**src/rtl/interrupt_controller.sv**
```systemverilog
// interrupt_controller
//   8051-style interrupt controller sitting in front of the CPU core. It
//   latches INT0/INT1 and the two timer overflows, holds the IE, IP and TCON
//   SFRs, arbitrates two priority levels and hands one vectored request to
//   the CPU. irq_ack and reti from the CPU drive the in-service tracking that
//   gives nesting.
//
// Ports
//   clk, reset              system clock, asynchronous active-high reset
//   int0_n, int1_n          external interrupts, active low, asynchronous
//   tf0_pulse, tf1_pulse    timer overflow pulses, one cycle
//   sfr_addr/wdata/we/re    SFR access port
//   sfr_rdata               registered read data, loaded the cycle after sfr_re
//   irq_req, irq_vector     request and vector to the CPU
//   irq_ack, reti           CPU acknowledge and return-from-interrupt pulses
//
// State | meaning
// IDLE  | no request outstanding; arbitrate every cycle
// REQ   | irq_req high for a locked source, waiting for irq_ack
module interrupt_controller #(
  parameter logic [7:0]  ADDR_TCON  = 8'h88,
  parameter logic [7:0]  ADDR_IE    = 8'hA8,
  parameter logic [7:0]  ADDR_IP    = 8'hB8,
  parameter int unsigned VEC_STRIDE = 8
) (
  input  logic        clk,
  input  logic        reset,
  input  logic        int0_n,
  input  logic        int1_n,
  input  logic        tf0_pulse,
  input  logic        tf1_pulse,
  input  logic [7:0]  sfr_addr,
  input  logic [7:0]  sfr_wdata,
  input  logic        sfr_we,
  input  logic        sfr_re,
  output logic [7:0]  sfr_rdata,
  output logic        irq_req,
  output logic [15:0] irq_vector,
  input  logic        irq_ack,
  input  logic        reti
);

  typedef enum logic {IDLE = 1'b0, REQ = 1'b1} state_t;

  state_t state, state_nxt;

  // Source index order everywhere: 0 IE0, 1 TF0, 2 IE1, 3 TF1.
  // IE bits 3:0 and IP bits 3:0 happen to follow the same order.
  logic       ea;
  logic [3:0] en;
  logic [3:0] pri;
  logic [1:0] it;
  logic [1:0] tr;
  logic [3:0] flag;
  logic [3:0] flag_nxt;
  logic       in_svc_hi, in_svc_lo;
  logic       in_svc_hi_nxt, in_svc_lo_nxt;
  logic [1:0] sync1, sync2, sync_prev;
  logic [1:0] ext_fall;
  logic [1:0] lock_idx;
  logic       lock_hi;

  logic       wr_tcon, wr_ie, wr_ip;
  logic [3:0] elig, elig_hi, pick_set;
  logic       win_valid;
  logic [1:0] win_idx;
  logic       grant, ack_fire;
  logic [3:0] ack_clr, hw_set, sw_val;
  logic [7:0] rd_mux;

  assign wr_tcon = sfr_we && (sfr_addr == ADDR_TCON);
  assign wr_ie   = sfr_we && (sfr_addr == ADDR_IE);
  assign wr_ip   = sfr_we && (sfr_addr == ADDR_IP);

  // Two-flop synchronizer plus one history flop for falling-edge detection.
  always_ff @(posedge clk or posedge reset) begin
    if (reset) begin
      sync1     <= 2'b11;
      sync2     <= 2'b11;
      sync_prev <= 2'b11;
    end else begin
      sync1     <= {int1_n, int0_n};
      sync2     <= sync1;
      sync_prev <= sync2;
    end
  end

  assign ext_fall = sync_prev & ~sync2;

  // A source may interrupt only if its level is above the level in service.
  always_comb begin
    for (int i = 0; i < 4; i++) begin
      elig[i] = flag[i] & en[i] & ea & ~in_svc_hi & (pri[i] | ~in_svc_lo);
    end
    elig_hi   = elig & pri;
    pick_set  = (|elig_hi) ? elig_hi : elig;
    win_valid = |elig;
    win_idx   = 2'd0;
    for (int i = 3; i >= 0; i--) begin
      if (pick_set[i]) win_idx = 2'(i);
    end
  end

  always_ff @(posedge clk or posedge reset) begin
    if (reset) state <= IDLE;
    else       state <= state_nxt;
  end

  always_comb begin
    state_nxt = state;
    grant     = 1'b0;
    ack_fire  = 1'b0;
    case (state)
      IDLE: begin
        if (win_valid) begin
          state_nxt = REQ;
          grant     = 1'b1;
        end
      end
      REQ: begin
        // Ack wins over a same-cycle loss of eligibility: the CPU has
        // already committed to the vector it saw.
        if (irq_ack) begin
          ack_fire  = 1'b1;
          state_nxt = IDLE;
        end else if (!elig[lock_idx]) begin
          state_nxt = IDLE;
        end
      end
      default: state_nxt = IDLE;
    endcase
  end

  assign irq_req = (state == REQ);

  always_ff @(posedge clk or posedge reset) begin
    if (reset) begin
      irq_vector <= 16'h0000;
      lock_idx   <= 2'd0;
      lock_hi    <= 1'b0;
    end else if (grant) begin
      irq_vector <= 16'h0003 + 16'(win_idx) * 16'(VEC_STRIDE);
      lock_idx   <= win_idx;
      lock_hi    <= pri[win_idx];
    end
  end

  // Flag update order: software write, then ack clear, then hardware set,
  // so a hardware event is never lost. Level-mode externals simply track
  // the pin and ignore everything else.
  assign ack_clr = ack_fire ? (4'b0001 << lock_idx) : 4'b0000;
  assign hw_set  = {tf1_pulse, ext_fall[1], tf0_pulse, ext_fall[0]};
  assign sw_val  = {sfr_wdata[7], sfr_wdata[3], sfr_wdata[5], sfr_wdata[1]};

  always_comb begin
    flag_nxt = flag;
    for (int i = 0; i < 4; i++) begin
      if (wr_tcon)    flag_nxt[i] = sw_val[i];
      if (ack_clr[i]) flag_nxt[i] = 1'b0;
      if (hw_set[i])  flag_nxt[i] = 1'b1;
    end
    if (!it[0]) flag_nxt[0] = ~sync2[0];
    if (!it[1]) flag_nxt[2] = ~sync2[1];
  end

  // reti releases the highest active level before an ack in the same cycle
  // claims a level.
  always_comb begin
    in_svc_hi_nxt = in_svc_hi;
    in_svc_lo_nxt = in_svc_lo;
    if (reti) begin
      if (in_svc_hi) in_svc_hi_nxt = 1'b0;
      else           in_svc_lo_nxt = 1'b0;
    end
    if (ack_fire) begin
      if (lock_hi) in_svc_hi_nxt = 1'b1;
      else         in_svc_lo_nxt = 1'b1;
    end
  end

  always_ff @(posedge clk or posedge reset) begin
    if (reset) begin
      ea        <= 1'b0;
      en        <= 4'h0;
      pri       <= 4'h0;
      it        <= 2'b00;
      tr        <= 2'b00;
      flag      <= 4'h0;
      in_svc_hi <= 1'b0;
      in_svc_lo <= 1'b0;
    end else begin
      if (wr_ie) begin
        ea <= sfr_wdata[7];
        en <= sfr_wdata[3:0];
      end
      if (wr_ip) pri <= sfr_wdata[3:0];
      if (wr_tcon) begin
        tr <= {sfr_wdata[6], sfr_wdata[4]};
        it <= {sfr_wdata[2], sfr_wdata[0]};
      end
      flag      <= flag_nxt;
      in_svc_hi <= in_svc_hi_nxt;
      in_svc_lo <= in_svc_lo_nxt;
    end
  end

  always_comb begin
    rd_mux = 8'h00;
    case (sfr_addr)
      ADDR_TCON: rd_mux = {flag[3], tr[1], flag[1], tr[0], flag[2], it[1], flag[0], it[0]};
      ADDR_IE:   rd_mux = {ea, 3'b000, en};
      ADDR_IP:   rd_mux = {4'h0, pri};
      default:   rd_mux = 8'h00;
    endcase
  end

  always_ff @(posedge clk or posedge reset) begin
    if (reset)       sfr_rdata <= 8'h00;
    else if (sfr_re) sfr_rdata <= rd_mux;
  end

endmodule

```
**config.mk**
```make
export PLATFORM = sky130hd
export DESIGN_NAME = interrupt_controller
export DESIGN_NICKNAME = d
export VERILOG_FILES = /design/src/rtl/interrupt_controller.sv
export SDC_FILE = /design/constraint.sdc
export NUM_CORES = 1
export LEC_CHECK = 0
export CORE_MARGIN = 2
export CORE_UTILIZATION = 45
export CTS_BUF_LIST = sky130_fd_sc_hd__clkbuf_8
export DETAILED_ROUTE_END_ITERATION = 10
export PLACE_DENSITY = 0.75
export SLEW_MARGIN = 0
export SYNTH_ARGS = -nofsm -noshare
export SYNTH_HDL_FRONTEND = slang
export SYNTH_SLANG_ARGS = --single-unit
export TNS_END_PERCENT = 30
```
**constraint.sdc**
```tcl
create_clock -name clk -period 2.1 [get_ports clk]
set_input_delay 0.525 -clock clk [delete_from_list [all_inputs] [get_ports clk]]
set_output_delay 0.525 -clock clk [all_outputs]
set_load 0.02 [all_outputs]
```
==> After elaboration in Yosys (flattened, before gate mapping) <==
Cells that the tools add are included.
{ "op_classes": {"order_cmp": 2, "div": 0, "n_eq_ne": 5, "bitwise_logic": 28, "n_reduce_logical": 7, "n_mul": 0, "muxes": 39, "n_addsub": 1, "shift": 1} }
{ "op_table": {"columns": ["op", "n"], "rows": [
  ["1-bit 2-to-1 mux", 29],
  ["8-bit equality test (second input constant)", 3],
  ["8-bit case mux with 3 select lines", 1],
  ["1-bit AND", 16],
  ["2-bit 2-to-1 mux", 4],
  ["4-bit 2-to-1 mux", 2],
  ["4-bit by 1-bit != test with 1-bit output (second input constant)", 2],
  ["4-bit OR reduction", 2],
  ["2-bit by 5-bit adder with 6-bit output (first input constant)", 1],
  ["2-bit by 3-bit less-than comparator with 1-bit output (second input constant)", 2],
  ["3-bit nonzero test", 2],
  ["1-bit NOT", 5],
  ["4-bit AND", 1],
  ["1-bit binary-select mux with 2-bit select", 2],
  ["1-bit OR", 4],
  ["1-bit by 2-bit left shift with 4-bit output (first input constant)", 1],
  ["1-bit logical AND", 3],
  ["2-bit AND", 1],
  ["2-bit NOT", 1],
  ["1-bit case mux with 2 select lines", 1]
]} }
{ "word_totals": {"wordCells": 102, "romBits": 0, "output_inout_bits": 25, "ff_bits": 53, "mem_bits_rw": 0, "n_memories": 0, "latch_bits": 0, "in_bits": 26} }

==> Longest topological paths before layout <==
Gate-level depths: netlist of run 1.
{ "logic_depth": {"word_depth": 13, "depth_mapped": 6, "ltp_nobuf": 5} }

==> Least setup slack after synthesis of run 1 <==
OpenSTA, ideal clock, no wires.
{ "synth_timing": {"path_type": "input-to-reg", "startpoint": "input sfr_addr[1]", "endpoint": "register flag[3]", "stages": 5, "slack_ps": 249, "t_arrival_ps": 1733, "t_required_ps": 1982, "setup_ps": 118, "cell_sequence": "nor4b_4 nor4b_4 nand2_4 mux2_4 a21o_1"} }
{ "synth_via": {"elab_chain_cells": 3} }
{ "synth_rtl": {"columns": ["item", "line", "rtl"], "rows": [
  ["start: declaration", "32", "input logic [7:0] sfr_addr,"],
  ["8-bit equality test", "71", "assign wr_tcon = sfr_we && (sfr_addr == ADDR_TCON);"],
  ["1-bit logical AND", "71", null],
  ["3-bit nonzero test (no source line)", null, null],
  ["end signal: assignment", "201", "flag <= flag_nxt;"],
  ["end: declaration", "54", "logic [3:0] flag;"]
]} }
Every way passes these cells.
A chain may end at the register's enable or synchronous reset.

==> Worst setup path in the final report of run 1 <==
Ends and elaborated chain as after synthesis.

==> results of run 1 <==
path summary, 6_finish.rpt:
| kind | start | endpoint | slack, ns | cells past startpoint |
|---|---|---|---|---|
| worst max register to register | in_svc_hi$_DFF_PP0_ | lock_idx[0]$_DFFE_PP0P_ | 0.31 | 5 |
| worst min-delay path | sync1[1]$_DFF_PP1_ | sync2[1]$_DFF_PP1_ | 0.36 | 0 |
| worst max-delay path | sfr_addr[1] | flag[3]$_DFFE_PP0P_ | 0.12 | 6 |
| max in group asynchronous | reset | sync_prev[0]$_DFF_PP1_ | 1.11 | 3 |
| min in group asynchronous | reset | sfr_rdata[5]$_DFFE_PP0P_ | 0.65 | 3 |
| worst min register to register | sync1[1]$_DFF_PP1_ | sync2[1]$_DFF_PP1_ | 0.36 | 0 |
per-layer routing:
| metal | up-vias | GRT usage (%) |
|---|---|---|
| met2 | 55 | 30.13 |
| met5 | - | 0 |
| met3 | 9 | 5.994 |
| met4 | 0 | 6.318 |
| li1 | 694 | - |
| met1 | 713 | 24.57 |
sequential cells by signal, indices dropped and copies added, names as in the netlist, 4 cells and up:
| register | count |
|---|---|
| flag | 4 |
| en | 4 |
| pri | 4 |
| sfr_rdata | 8 |
per-stage QoR:
| stage | hold slack (ns) | std cells | area (um2) |
|---|---|---|---|
| after floorplan | 0.3452 | 185 | 1951 |
| final | 0.3565 | 274 | 2472 |
| after global routing | 0.3610 | 274 | 2472 |
| after CTS | 0.3584 | 274 | 2469 |
| after global placement | 0.3462 | 266 | 2359 |
| after detailed placement | 0.3479 | 266 | 2359 |
Yosys cell counts (3+ instances only):
library cell,instances,area [um2]
sky130_fd_sc_hd__a21oi_1,3,15.01
sky130_fd_sc_hd__buf_4,13,97.59
sky130_fd_sc_hd__clkbuf_1,4,15.01
sky130_fd_sc_hd__dfrtp_1,32,800.8
sky130_fd_sc_hd__dfstp_2,6,157.7
sky130_fd_sc_hd__inv_1,13,48.80
sky130_fd_sc_hd__mux2_2,14,157.7
sky130_fd_sc_hd__mux2i_1,7,70.07
sky130_fd_sc_hd__nand2_1,7,26.28
sky130_fd_sc_hd__nand2b_1,6,37.54
sky130_fd_sc_hd__nand3_1,13,65.06
sky130_fd_sc_hd__nand4_1,3,18.77
sky130_fd_sc_hd__nor2_1,4,15.01
sky130_fd_sc_hd__nor2b_1,3,18.77
sky130_fd_sc_hd__nor3b_1,3,22.52
sky130_fd_sc_hd__o2111ai_1,4,35.03
sky130_fd_sc_hd__o21ai_0,15,75.07
logic make-up (layout without fill, tap and decap cells):
kind of cell	Yosys count	in the layout
flip-flops	38	38
buffers and inverters	31	70
other	1	12
multiplexers	23	23
AO/OA/AOI/OAI	37	37
AND/OR/NAND/NOR	44	44
worst reg2reg max path: cells and delay by family, from the launching register on:
kind               cells  cell delay, ns
DFF                    1            0.42
AOI/OAI and AO/OA      3            0.80
and+or+nand+nor        2            0.51
area by class of cell:
class	count	area (um2)	area share, %
clock buffers	8	110.1	4.453
inverters	13	48.80	1.974
multi-input cells	116	829.5	33.55
flip-flops and latches	38	958.4	38.77
well taps	50	62.56	2.530
repair buffers	49	462.9	18.72
power by group through the flow:
| stage | clock network, mW | logic, mW | registers (mW) |
|---|---|---|---|
| after floorplan | 0 | 0.104 | 0.795 |
| after CTS | 0.598 | 0.178 | 0.782 |
| final | 0.575 | 0.176 | 0.783 |
| after global placement | 0 | 0.175 | 0.795 |
| after global routing | 0.627 | 0.194 | 0.787 |
| after detailed placement | 0 | 0.177 | 0.796 |
repair_timing:
item / in CTS / in global routing
gates resized for setup: 0 / 2
buffers inserted: 0 / 0
endpoints found under the setup margin: 0 / 6
hold buffers: 0 / 0
==> results by group, run 1 <==
Place
  – Last weighted congestion value of the routability-driven placer: 0.8073
  – Setup slack at placement: -0.2129 ns
  – PortBufs: 38
  – Post-detail-place hpwl: 3006 um

Yosys
  – Avg Synthesized Cell Area: 10.97 um2
  – Synth Cell Area: 1909 um2
  – Portion of netlist area occupied by mux cells: 13.89%
  – Number of synthesized register bits: 38
  – Gate Count Post-Synth: 174
  – Ys async rst share: 100.0%
  – Number of distinct standard cells referenced by the synthesized netlist: 36
  – Yosys Warn Count: 0
  – Number of flops mapped to enable cells by yosys: 0
  – Share of the synthesized netlist area taken by xor and xnor gates: 0%
  – Sequential element share of the synthesized area: 50.20%
  – Synthesized-area fraction occupied by and/or/nand/nor cells: 14.35%
  – Predominant post-synthesis flop cell: sky130_fd_sc_hd__dfrtp_1
  – Largest family of logic cells by synthesized area: simple AND/OR/NAND/NOR gates
  – Adder-cell area share of the yosys netlist: 0%
  – Share of the synthesized area in compound gates (AO/OA/AOI/OAI): 12.65%

Route
  – DRT iter0 DRCs: 101
  – Detailed-routing wirelength on met1: 1792 um
  – Ratio of routed vias to standard cells: 5.369
  – Total detailed-routing wirelength: 4063 um
  – Antenna viol nets, final: 0
  – Wire length on met2: 1957 um
  – Detailed-route wire length per cell: 14.83 um
  – DR vias: 1471
  – DRC Markers: 0
  – Wire length on met3: 228 um
  – Top layer reached by signal wires: met4
  – Number of optimization iterations in the first detailed-route pass: 4

Final layout
  – Commonest non-fill, non-tap cells in the layout: sky130_fd_sc_hd__clkdlybuf4s50_1, sky130_fd_sc_hd__dfrtp_1, sky130_fd_sc_hd__o21ai_0
  – Nets: 249
  – Antenna cells: 0
  – Filler instances: 354
  – Fraction of layout cells with a size suffix above 1: 20.54%
  – Utilization after layout: 61.37%
  – Commonest non-fill, non-tap cell in the layout: sky130_fd_sc_hd__clkdlybuf4s50_1
  – Syn-to-layout area delta: 29.49%

Worst setup path
  – Critical path class: in2reg
  – Gate family responsible for the most delay along the worst path: simple AND/OR/NAND/NOR gates
  – Largest stage delay on the critical path: 0.44 ns
  – Cell chain of the critical path: clkdlybuf4s50_1 > nor4b_4 > nor4b_4 > nand2_4 > mux2_4 > a21o_1
  – Peak fanout along the critical path: 3
  – Critical path's most frequent cell: sky130_fd_sc_hd__nor4b_4
  – Library cell contributing the largest single delay on the critical path: sky130_fd_sc_hd__clkdlybuf4s50_1
  – Arr. time, crit path: 2.16 ns
  – Critical path buffer and inverter count: 1
  – Type of element capturing the critical path: register
  – Sort of element at the start of the critical path: input pin
  – Critical path data required time: 2.28 ns

GRT
  – Global-route wire length before repair: 7148 um
  – Via count of the first global-routing pass: 1486
  – Antenna violations before repair: 0
  – Overflow left after global routing: 0
  – Maximum number of pins on one net before global-route repair: 39
  – Global routing usage summed across all routing layers: 18.96%

CTS
  – TritonCTS clock tree: done
  – Clock sink total: 38
  – Worst-case clock buffer depth: 2
  – H-tree levels: 2
  – Clock-pin transition on the worst setup and hold timing paths: 0.07 ns
  – Root buffer selected by CTS: sky130_fd_sc_hd__clkbuf_8
  – Clk_lat worst skew: 0.28 ns
  – Number of buffers created by CTS: 5

Die
  – Initial Utilization: 47.39%
  – DIE WIDTH: 69.14 um
  – Area of the core region: 4029 um2
  – Vert. Die Dim: 69.14 um
  – I/O pin count: 51
  – Overall die area: 4780 um2
  – # rows: 23

STA
  – Maximum clock frequency: 504.8 MHz
  – Fin worst setup slack: 0.1189 ns
  – Final cycle utilization of the critical path: 94.34%
  – Time the worst path needs with I/O delays and setup: 1.981 ns
  – Number of pins exceeding their max-slew limit in the final report: 0
  – Fin Clk Skew: 0.001956 ns
  – Setup-failing EPs final: 0
  – Number of failing hold endpoints at the final stage: 0
  – Setup_tns: 0 ns
  – Setup repair after global routing missed its margin: false

Pwr
  – Leakage power: 1.081 nW
  – VDD IR-drop max: 0.4471 mV
  – PwrDens: 620.6 nW/um2
  – Switching pwr: 0.3536 mW
  – Reg power frac: 51.0%
  – Share of power burned in combinational logic: 11.5%
  – Total power after layout: 1.534 mW
  – Part of the total power dissipated in the clock network: 37.5%
  – Switching power share of the total: 23.04%
  – Cell-internal power: 1.181 mW

Outcome
  – Result of the run: finished, final reports clean

Job
  – Max capacitance violation total: 0

Hold path
  – Classification of the worst-slack hold path: reg2reg
Note: power is estimated with default switching activity, not from simulation.
==> inputs of run 2 (changes only) <==
--- a/config.mk
+++ b/config.mk
@@ -6,4 +6,5 @@
 export NUM_CORES = 1
 export LEC_CHECK = 0
+export ABC_AREA = 1
 export CORE_MARGIN = 2
 export CORE_UTILIZATION = 45
@@ -11,4 +12,5 @@
 export DETAILED_ROUTE_END_ITERATION = 10
 export PLACE_DENSITY = 0.75
+export SETUP_SLACK_MARGIN = 0.5
 export SLEW_MARGIN = 0
 export SYNTH_ARGS = -nofsm -noshare
==> constraint.sdc (replaced) <==
create_clock -name clk -period 2.1 [get_ports clk]
set_input_delay 0.42 -clock clk [delete_from_list [all_inputs] [get_ports clk]]
set_output_delay 0.42 -clock clk [all_outputs]
set_load 0.02 [all_outputs]
==> run 2 against run 1 <==
Compared with the run above:
- routed wire length grew 7.9%
- sequential share of layout area decreased by 1.3 points
- largest power group unchanged
- setup slack better by 0.29 ns
- via count up 16%
- sequential power grew 5.6%
- cell count grew 23%
- clock-buffer cell count fell by 2
- core utilization grew 1.3 points
- clock skew increased by 0.0038 ns
- worst hold slack about the same
- first-iteration DRC count is 5.9% lower
==> results by group, run 2 <==
Outcome
  – Result of the run: finished, final reports clean

CTS
  – Worst-case clock buffer depth: 2 (unchanged)
  – Number of buffers created by CTS: 5 (unchanged)
  – H-tree levels: 2 (unchanged)
  – Clk_lat worst skew: 0.29 ns (about the same)
  – Clock sink total: 38 (unchanged)
  – CTS Hold Bufs: 0 (unchanged)
  – Clock-pin transition on the worst setup and hold timing paths: 0.07 ns (about the same)
  – Root buffer selected by CTS: sky130_fd_sc_hd__clkbuf_8
  – TritonCTS clock tree: done

STA
  – Setup_tns: 0 ns (unchanged)
  – Maximum clock frequency: 590.4 MHz (+17%)
  – Final cycle utilization of the critical path: 80.66% (-14 points)
  – Setup repair after global routing missed its margin: true
  – Fin Clk Skew: 0.005760 ns (+0.003804 ns)
  – Number of failing hold endpoints at the final stage: 0 (unchanged)
  – Number of pins exceeding their max-slew limit in the final report: 0 (unchanged)
  – Setup-failing EPs final: 0 (unchanged)
  – Worst Hold Margin: 0.3566 ns (+0.00007100 ns)
  – Time the worst path needs with I/O delays and setup: 1.694 ns (-0.2872 ns)

Worst setup path
  – Library cell contributing the largest single delay on the critical path: sky130_fd_sc_hd__clkdlybuf4s50_1
  – Critical path buffer and inverter count: 1 (unchanged)
  – Depth of the worst register-to-register path: 12 (+7)
  – Sort of element at the start of the critical path: register
  – Cell chain of the critical path: clkdlybuf4s50_1
  – Critical path class: reg2out
  – Peak fanout along the critical path: 3 (unchanged)
  – Terminus of the critical flop-to-flop path: lock_hi$_DFFE_PP0P_
  – Critical path data required time: 1.68 ns (-0.60 ns)
  – Launching point of the worst reg2reg path: in_svc_hi$_DFF_PP0_
  – Type of element capturing the critical path: output pin
  – Gate family responsible for the most delay along the worst path: buffers and inverters
  – Reg-to-reg setup timing slack: 0.43 ns (+0.12 ns)
  – Largest stage delay on the critical path: 0.61 ns (+0.17 ns)
  – Arr. time, crit path: 1.27 ns (-0.89 ns)

Die
  – I/O pin count: 51 (unchanged)
  – Initial Utilization: 47.89% (+0.50 points)
  – Vert. Die Dim: 69.95 um (+1.2%)
  – DIE WIDTH: 69.95 um (+1.2%)
  – # rows: 23 (unchanged)
  – Overall die area: 4892 um2 (+2.4%)
  – Area of the core region: 4086 um2 (+1.4%)

Yosys
  – Most frequently used cell type in the post-synthesis netlist: sky130_fd_sc_hd__nand2_1
  – Area fraction of the dominant cell type after synthesis: 40.92% (-1.0 points)
  – Yosys Warn Count: 0 (unchanged)
  – Avg Synthesized Cell Area: 8.120 um2 (-26%)
  – Sequential element share of the synthesized area: 48.98% (-1.2 points)
  – Predominant post-synthesis flop cell: sky130_fd_sc_hd__dfrtp_1
  – Ys async rst share: 100.0% (unchanged)
  – Dominant cell type by area after synthesis: sky130_fd_sc_hd__dfrtp_1
  – Number of synthesized register bits: 38 (unchanged)
  – Synth Cell Area: 1957 um2 (+2.5%)
  – Number of flops mapped to enable cells by yosys: 0 (unchanged)
  – Leading cell types by count after synthesis: sky130_fd_sc_hd__nand2_1, sky130_fd_sc_hd__inv_1, sky130_fd_sc_hd__dfrtp_1
  – Number of distinct standard cells referenced by the synthesized netlist: 29 (-19%)
  – Gate Count Post-Synth: 241 (+39%)
  – Leading cell types by total area after synthesis: sky130_fd_sc_hd__dfrtp_1, sky130_fd_sc_hd__nand2_1, sky130_fd_sc_hd__dfstp_2

GRT
  – Overflow left after global routing: 0 (unchanged)
  – Global-route wire length before repair: 7127 um (-0.29%)
  – Antenna violations before repair: 0 (unchanged)
  – Global routing usage summed across all routing layers: 18.53% (-0.43 points)
  – Via count of the first global-routing pass: 1539 (+3.6%)
  – Maximum number of pins on one net before global-route repair: 39 (unchanged)

Final layout
  – Register with the most flip-flops: sfr_rdata
  – Fraction of layout cells with a size suffix above 1: 18.06% (-2.5 points)
  – Seq. cell area: 958.4 um2 (unchanged)
  – Commonest non-fill, non-tap cells in the layout: sky130_fd_sc_hd__nand2_1, sky130_fd_sc_hd__dfrtp_1, sky130_fd_sc_hd__inv_1
  – Largest register FFs: 8 (unchanged)
  – Antenna cells: 0 (unchanged)
  – Commonest non-fill, non-tap cell in the layout: sky130_fd_sc_hd__nand2_1
  – Final standard cell area without fillers: 2560 um2 (+3.5%)
  – Filler instances: 347 (-2.0%)
  – Area of the multi-input gates: 894.6 um2 (+7.8%)
  – Nets: 313 (+26%)
  – Syn-to-layout area delta: 30.82%

Hold path
  – Min-delay src: sync1[1]$_DFF_PP1_
  – Classification of the worst-slack hold path: reg2reg
  – Hold EP: sync2[1]$_DFF_PP1_
  – Cells on Worst Hold Path: 0 (unchanged)

Route
  – Antenna viol nets, final: 0 (unchanged)
  – Wire length on met2: 2041 um (+4.3%)
  – DRC Markers: 0 (unchanged)
  – DRT iter0 DRCs: 95 (-5.9%)
  – Number of optimization iterations in the first detailed-route pass: 4 (unchanged)
  – DR vias: 1709 (+16%)
  – Top layer reached by signal wires: met4
  – Detailed-route wire length per cell: 12.97 um (-13%)
  – Detailed-routing wirelength on met1: 1947 um (+8.6%)
  – Ratio of routed vias to standard cells: 5.056 (-5.8%)
  – Wire length on met3: 342 um (+50%)
  – Total detailed-routing wirelength: 4385 um (+7.9%)

Place
  – PortBufs: 38 (unchanged)
  – Placed Area: 2359 um2 (unchanged)
  – Post-detail-place hpwl: 3182 um (+5.9%)
  – Last weighted congestion value of the routability-driven placer: 0.8608 (+6.6%)

Job
  – Max capacitance violation total: 0 (unchanged)

Pwr
  – Leakage power: 1.275 nW (+18%)
  – PwrDens: 642.1 nW/um2 (+3.5%)
  – VDD IR-drop max: 0.4206 mV (-5.9%)
[run 2: through the flow]
stage / util, % / total power, mW / instances / worst slack [ns]
after floorplan: - / 1.019 / 252 / 0.5962
after global placement: 57.72 / 1.121 / 328 / 0.1081
after detailed placement: 57.72 / 1.127 / 328 / 0.04189
after CTS: 60.59 / 1.640 / 338 / 0.3959
after global routing: 62.65 / 1.728 / 338 / 0.2767
final: 62.65 / 1.644 / 338 / 0.4061
[run 2: cells by family (layout without fill, tap and decap cells)]
logic type      after synthesis  after routing  share of synthesized area, %
other cells                   1             12                        0.1916
simple gates                100            101                         22.76
flops                        38             38                         48.98
compound gates               50             50                         15.60
buf+inv                      52             87                         12.47
[run 2: final cells by class]
cell class,instances,share of cell area (%)
sequential,38,37.44
tap,50,2.444
inverter,37,5.523
multi-input combinational,163,34.95
timing repair buffer,42,15.93
clock buffer,6,3.226
clock inverter,2,0.4888
[run 2: report_power, final]
group	switching [mW]	internal, mW	leakage [nW]	total, mW
clock	0.256	0.264	0.0472	0.520
sequential	0.0450	0.782	0.482	0.827
combinational	0.180	0.117	0.747	0.297
[run 2: worst max-delay path by stage]
stage / start / to / slack [ns] / depth (start not counted)
4_1_cts: irq_vector[1]$_DFFE_PP0P_ / irq_vector[1] / 0.40 / 1
6_report: irq_vector[1]$_DFFE_PP0P_ / irq_vector[1] / 0.41 / 1
3_3_place_gp: sfr_addr[1] / ea$_DFFE_PP0P_ / 0.11 / 10
3_5_place_dp: sfr_addr[1] / en[3]$_DFFE_PP0P_ / 0.04 / 10
2_1_floorplan: sfr_addr[1] / ea$_DFFE_PP0P_ / 0.60 / 9
5_1_grt: in_svc_hi$_DFF_PP0_ / lock_hi$_DFFE_PP0P_ / 0.28 / 13
[run 2: what timing repair did]
item,4_1_cts,5_1_grt
pin swaps,4,1
buffers inserted,1,0
resized for setup,14,29
gates cloned,1,0
setup endpoints to repair,30,31
[run 2: per-layer routing]
layer	GRT usage [%]	vias up
met3	5.195	6
met1	25.93	784
met5	0	-
li1	-	842
met4	5.769	0
met2	27.94	77
==> inputs of run 3 (changes only) <==
clock period = 1.6 ns   (was 2.1 ns; I/O delays follow)
==> run 3 against run 2 <==
Compared with the run above:
- the run now ends with setup timing left
- routed wire length increased by 26%
- via count increased by 9.4%
- critical path depth increased by 12
- cell count increased by 6.5%
- register-to-register slack got worse by 0.57 ns
- sequential share of layout area decreased by 6.5 points
- die area unchanged
- combinational power increased by 76%
- largest power group unchanged
==> results by group, run 3 (synthesis results as in run 2) <==
GRT
  – Global routing usage summed across all routing layers: 21.68% (+3.1 points)
  – Global-route wire length before repair: 8349 um (+17%)
  – Antenna violations before repair: 0 (unchanged)
  – Overflow left after global routing: 0 (unchanged)
  – Maximum number of pins on one net before global-route repair: 39 (unchanged)
  – Via count of the first global-routing pass: 1726 (+12%)

Die
  – DIE WIDTH: 69.95 um (unchanged)
  – I/O pin count: 51 (unchanged)
  – Vert. Die Dim: 69.95 um (unchanged)
  – Area of the core region: 4086 um2 (unchanged)
  – # rows: 23 (unchanged)
  – Overall die area: 4892 um2 (unchanged)
  – Initial Utilization: 47.89% (unchanged)

CTS
  – CTS Hold Bufs: 0 (unchanged)
  – Number of buffers created by CTS: 5 (unchanged)
  – Worst-case clock buffer depth: 2 (unchanged)
  – Root buffer selected by CTS: sky130_fd_sc_hd__clkbuf_8
  – Clk_lat worst skew: 0.30 ns (about the same)
  – TritonCTS clock tree: done
  – Clock-pin transition on the worst setup and hold timing paths: 0.08 ns (about the same)
  – Clock sink total: 38 (unchanged)
  – H-tree levels: 2 (unchanged)

Place
  – Last weighted congestion value of the routability-driven placer: 0.8009 (-7.0%)
  – Post-detail-place hpwl: 3610 um (+13%)
  – Cell total after placement: 342 (+4.3%)
  – PortBufs: 38 (unchanged)
  – Placed Area: 2586 um2 (+9.7%)

Worst setup path
  – Critical path class: reg2reg
  – Sort of element at the start of the critical path: register
  – Reg-to-reg setup timing slack: -0.14 ns (-0.57 ns)
  – Arr. time, crit path: 1.93 ns (+0.66 ns)
  – Critical path capture point: lock_hi$_DFFE_PP0P_
  – Largest stage delay on the critical path: 0.43 ns (-0.18 ns)
  – Cell chain of the critical path: nand2_1 > inv_1 > nand3_4 > nor2_4 > nor2_4 > o21ai_4 > nand2_2 > nand2_2 > nand2_1 > nand3_1 > nand2_1 > nand2_1 > nand2_1
  – Type of element capturing the critical path: register
  – Critical path's most frequent cell: sky130_fd_sc_hd__nand2_1
  – Launching point of the worst reg2reg path: en[2]$_DFFE_PP0P_
  – Terminus of the critical flop-to-flop path: lock_hi$_DFFE_PP0P_
  – Critical path data required time: 1.79 ns (+0.11 ns)
  – Worst Setup SP: en[2]$_DFFE_PP0P_
  – Depth of the worst register-to-register path: 13 (+1)
  – Peak fanout along the critical path: 3 (unchanged)
  – Library cell contributing the largest single delay on the critical path: sky130_fd_sc_hd__dfrtp_1

Pwr
  – Switching power share of the total: 29.82% (+0.56 points)
  – Reg power frac: 44.7% (-5.6 points)
  – Part of the total power dissipated in the clock network: 33.9% (+2.3 points)
  – Leakage power: 1.461 nW (+15%)
  – VDD IR-drop max: 0.6514 mV (+55%)
  – Switching pwr: 0.7297 mW (+52%)
  – Share of power burned in combinational logic: 21.3% (+3.2 points)
  – Cell-internal power: 1.717 mW (+48%)
  – PwrDens: 789.9 nW/um2 (+23%)

STA
  – Fin worst setup slack: -0.1389 ns (-0.5450 ns)
  – Setup repair after global routing missed its margin: true
  – Setup-failing EPs final: 3 (+3)
  – Number of failing hold endpoints at the final stage: 0 (unchanged)
  – Final cycle utilization of the critical path: 108.7%
  – Number of pins exceeding their max-slew limit in the final report: 0 (unchanged)
  – Time the worst path needs with I/O delays and setup: 1.739 ns
  – Fin Clk Skew: 0.006070 ns (+0.0003094 ns)
  – Maximum clock frequency: 575.1 MHz

Route
  – Detailed-route wire length per cell: 15.31 um (+18%)
  – DRC Markers: 0 (unchanged)
  – Ratio of routed vias to standard cells: 5.194 (+2.7%)
  – Total detailed-routing wirelength: 5512 um (+26%)
  – Antenna viol nets, final: 0 (unchanged)
  – Number of optimization iterations in the first detailed-route pass: 4 (unchanged)
  – DR vias: 1870 (+9.4%)
  – DRT iter0 DRCs: 148 (+56%)

Final layout
  – Commonest non-fill, non-tap cell in the layout: sky130_fd_sc_hd__nand2_1
  – Syn-to-layout area delta: 58.31%
  – Nets: 335 (+7.0%)
  – Final non-filler cell total: 360 (+6.5%)
  – Fraction of layout cells with a size suffix above 1: 45.48% (+27 points)
  – Filler instances: 262 (-24%)
  – Final standard cell area without fillers: 3098 um2 (+21%)
  – Register with the most flip-flops: sfr_rdata
  – Largest register FFs: 8 (unchanged)
  – Commonest non-fill, non-tap cells in the layout: sky130_fd_sc_hd__nand2_1, sky130_fd_sc_hd__dfrtp_1, sky130_fd_sc_hd__inv_1
  – Antenna cells: 0 (unchanged)

Outcome
  – Failing checks: setup timing
  – Result of the run: complete, but fails checks

Hold path
  – Classification of the worst-slack hold path: in2async

Job
  – Max capacitance violation total: 0 (unchanged)
run 3: changes by cell type in the layout (fill, tap and decap cells not counted), moves of 6 or more:
cell,previous run,this run
sky130_fd_sc_hd__o21ai_1,7,13
sky130_fd_sc_hd__nand2_1,62,47
sky130_fd_sc_hd__clkdlybuf4s50_1,30,16
sky130_fd_sc_hd__buf_6,1,23
sky130_fd_sc_hd__o21ai_2,5,12
sky130_fd_sc_hd__o21ai_0,19,3
sky130_fd_sc_hd__nand2_2,6,15
sky130_fd_sc_hd__buf_4,3,16
sky130_fd_sc_hd__dlygate4sd2_1,7,1
run 3: timing repair:
| action | in CTS | in global routing |
|---|---|---|
| gates cloned | 0 | 1 |
| setup endpoints to repair | 43 | 43 |
| setup buffers | 4 | 5 |
| resized for setup | 133 | 67 |
| pin swaps | 25 | 33 |
run 3: power by group through the flow:
| stage | clock network [mW] | registers, mW | logic (mW) |
|---|---|---|---|
| 6_report | 0.830 | 1.09 | 0.522 |
| 5_1_grt | 0.889 | 1.10 | 0.568 |
| 4_1_cts | 0.840 | 1.09 | 0.463 |
| 3_5_place_dp | 0 | 1.10 | 0.434 |
| 3_3_place_gp | 0 | 1.10 | 0.429 |
| 2_1_floorplan | 0 | 1.11 | 0.245 |
run 3: routing by layer:
layer / vias up / track usage (%) / part of all wire, %
met4: 0 / 7.479 / 3.2
met2: 83 / 35.13 / 49
li1: 889 / - / -
met1: 881 / 28.78 / 42
met3: 17 / 4.618 / 6.0
met5: - / 0 / 0
run 3: final cells by class:
cell class                 count  area [um2]  area share (%)
timing repair buffer          64       629.4           20.32
inverter                      37       166.4           5.372
sequential                    38       958.4           30.94
tap                           50       62.56           2.019
clock buffer                   5       68.82           2.221
clock inverter                 3       45.04           1.454
multi-input combinational    163        1167           37.68
run 3: critical path: cells and delay by family, from the launching register on:
| family | cells | cell delay (ns) |
|---|---|---|
| AO/OA/AOI/OAI | 1 | 0.15 |
| buffers and inverters | 1 | 0.11 |
| flip-flops | 1 | 0.43 |
| AND/OR/NAND/NOR | 11 | 0.95 |
run 3: through the flow:
step	setup slack (ns)	utilization [%]	setup TNS, ns	total power, mW	hold slack [ns]
after floorplan	0.1455	-	0	1.359	0.3245
after CTS	-0.02104	68.83	-0.02104	2.390	0.3585
after global placement	-0.2645	63.29	-5.191	1.530	0.3470
final	-0.1389	75.81	-0.2036	2.447	0.3591
after detailed placement	-0.3450	63.29	-6.004	1.537	0.3468
after global routing	-0.2602	75.81	-0.5860	2.558	0.3685
run 3: worst min-delay path by stage:
stage                  startpoint                   to  slack [ns]  cells past startpoint
6_report                    reset  flag[2]$_DFFE_PP0P_        0.36                      3
5_1_grt        sync1[1]$_DFF_PP1_   sync2[1]$_DFF_PP1_        0.37                      0
3_3_place_gp   sync1[0]$_DFF_PP1_   sync2[0]$_DFF_PP1_        0.35                      0
3_5_place_dp   sync1[1]$_DFF_PP1_   sync2[1]$_DFF_PP1_        0.35                      0
4_1_cts        sync1[1]$_DFF_PP1_   sync2[1]$_DFF_PP1_        0.36                      0
2_1_floorplan              int0_n   sync1[0]$_DFF_PP1_        0.32                      0
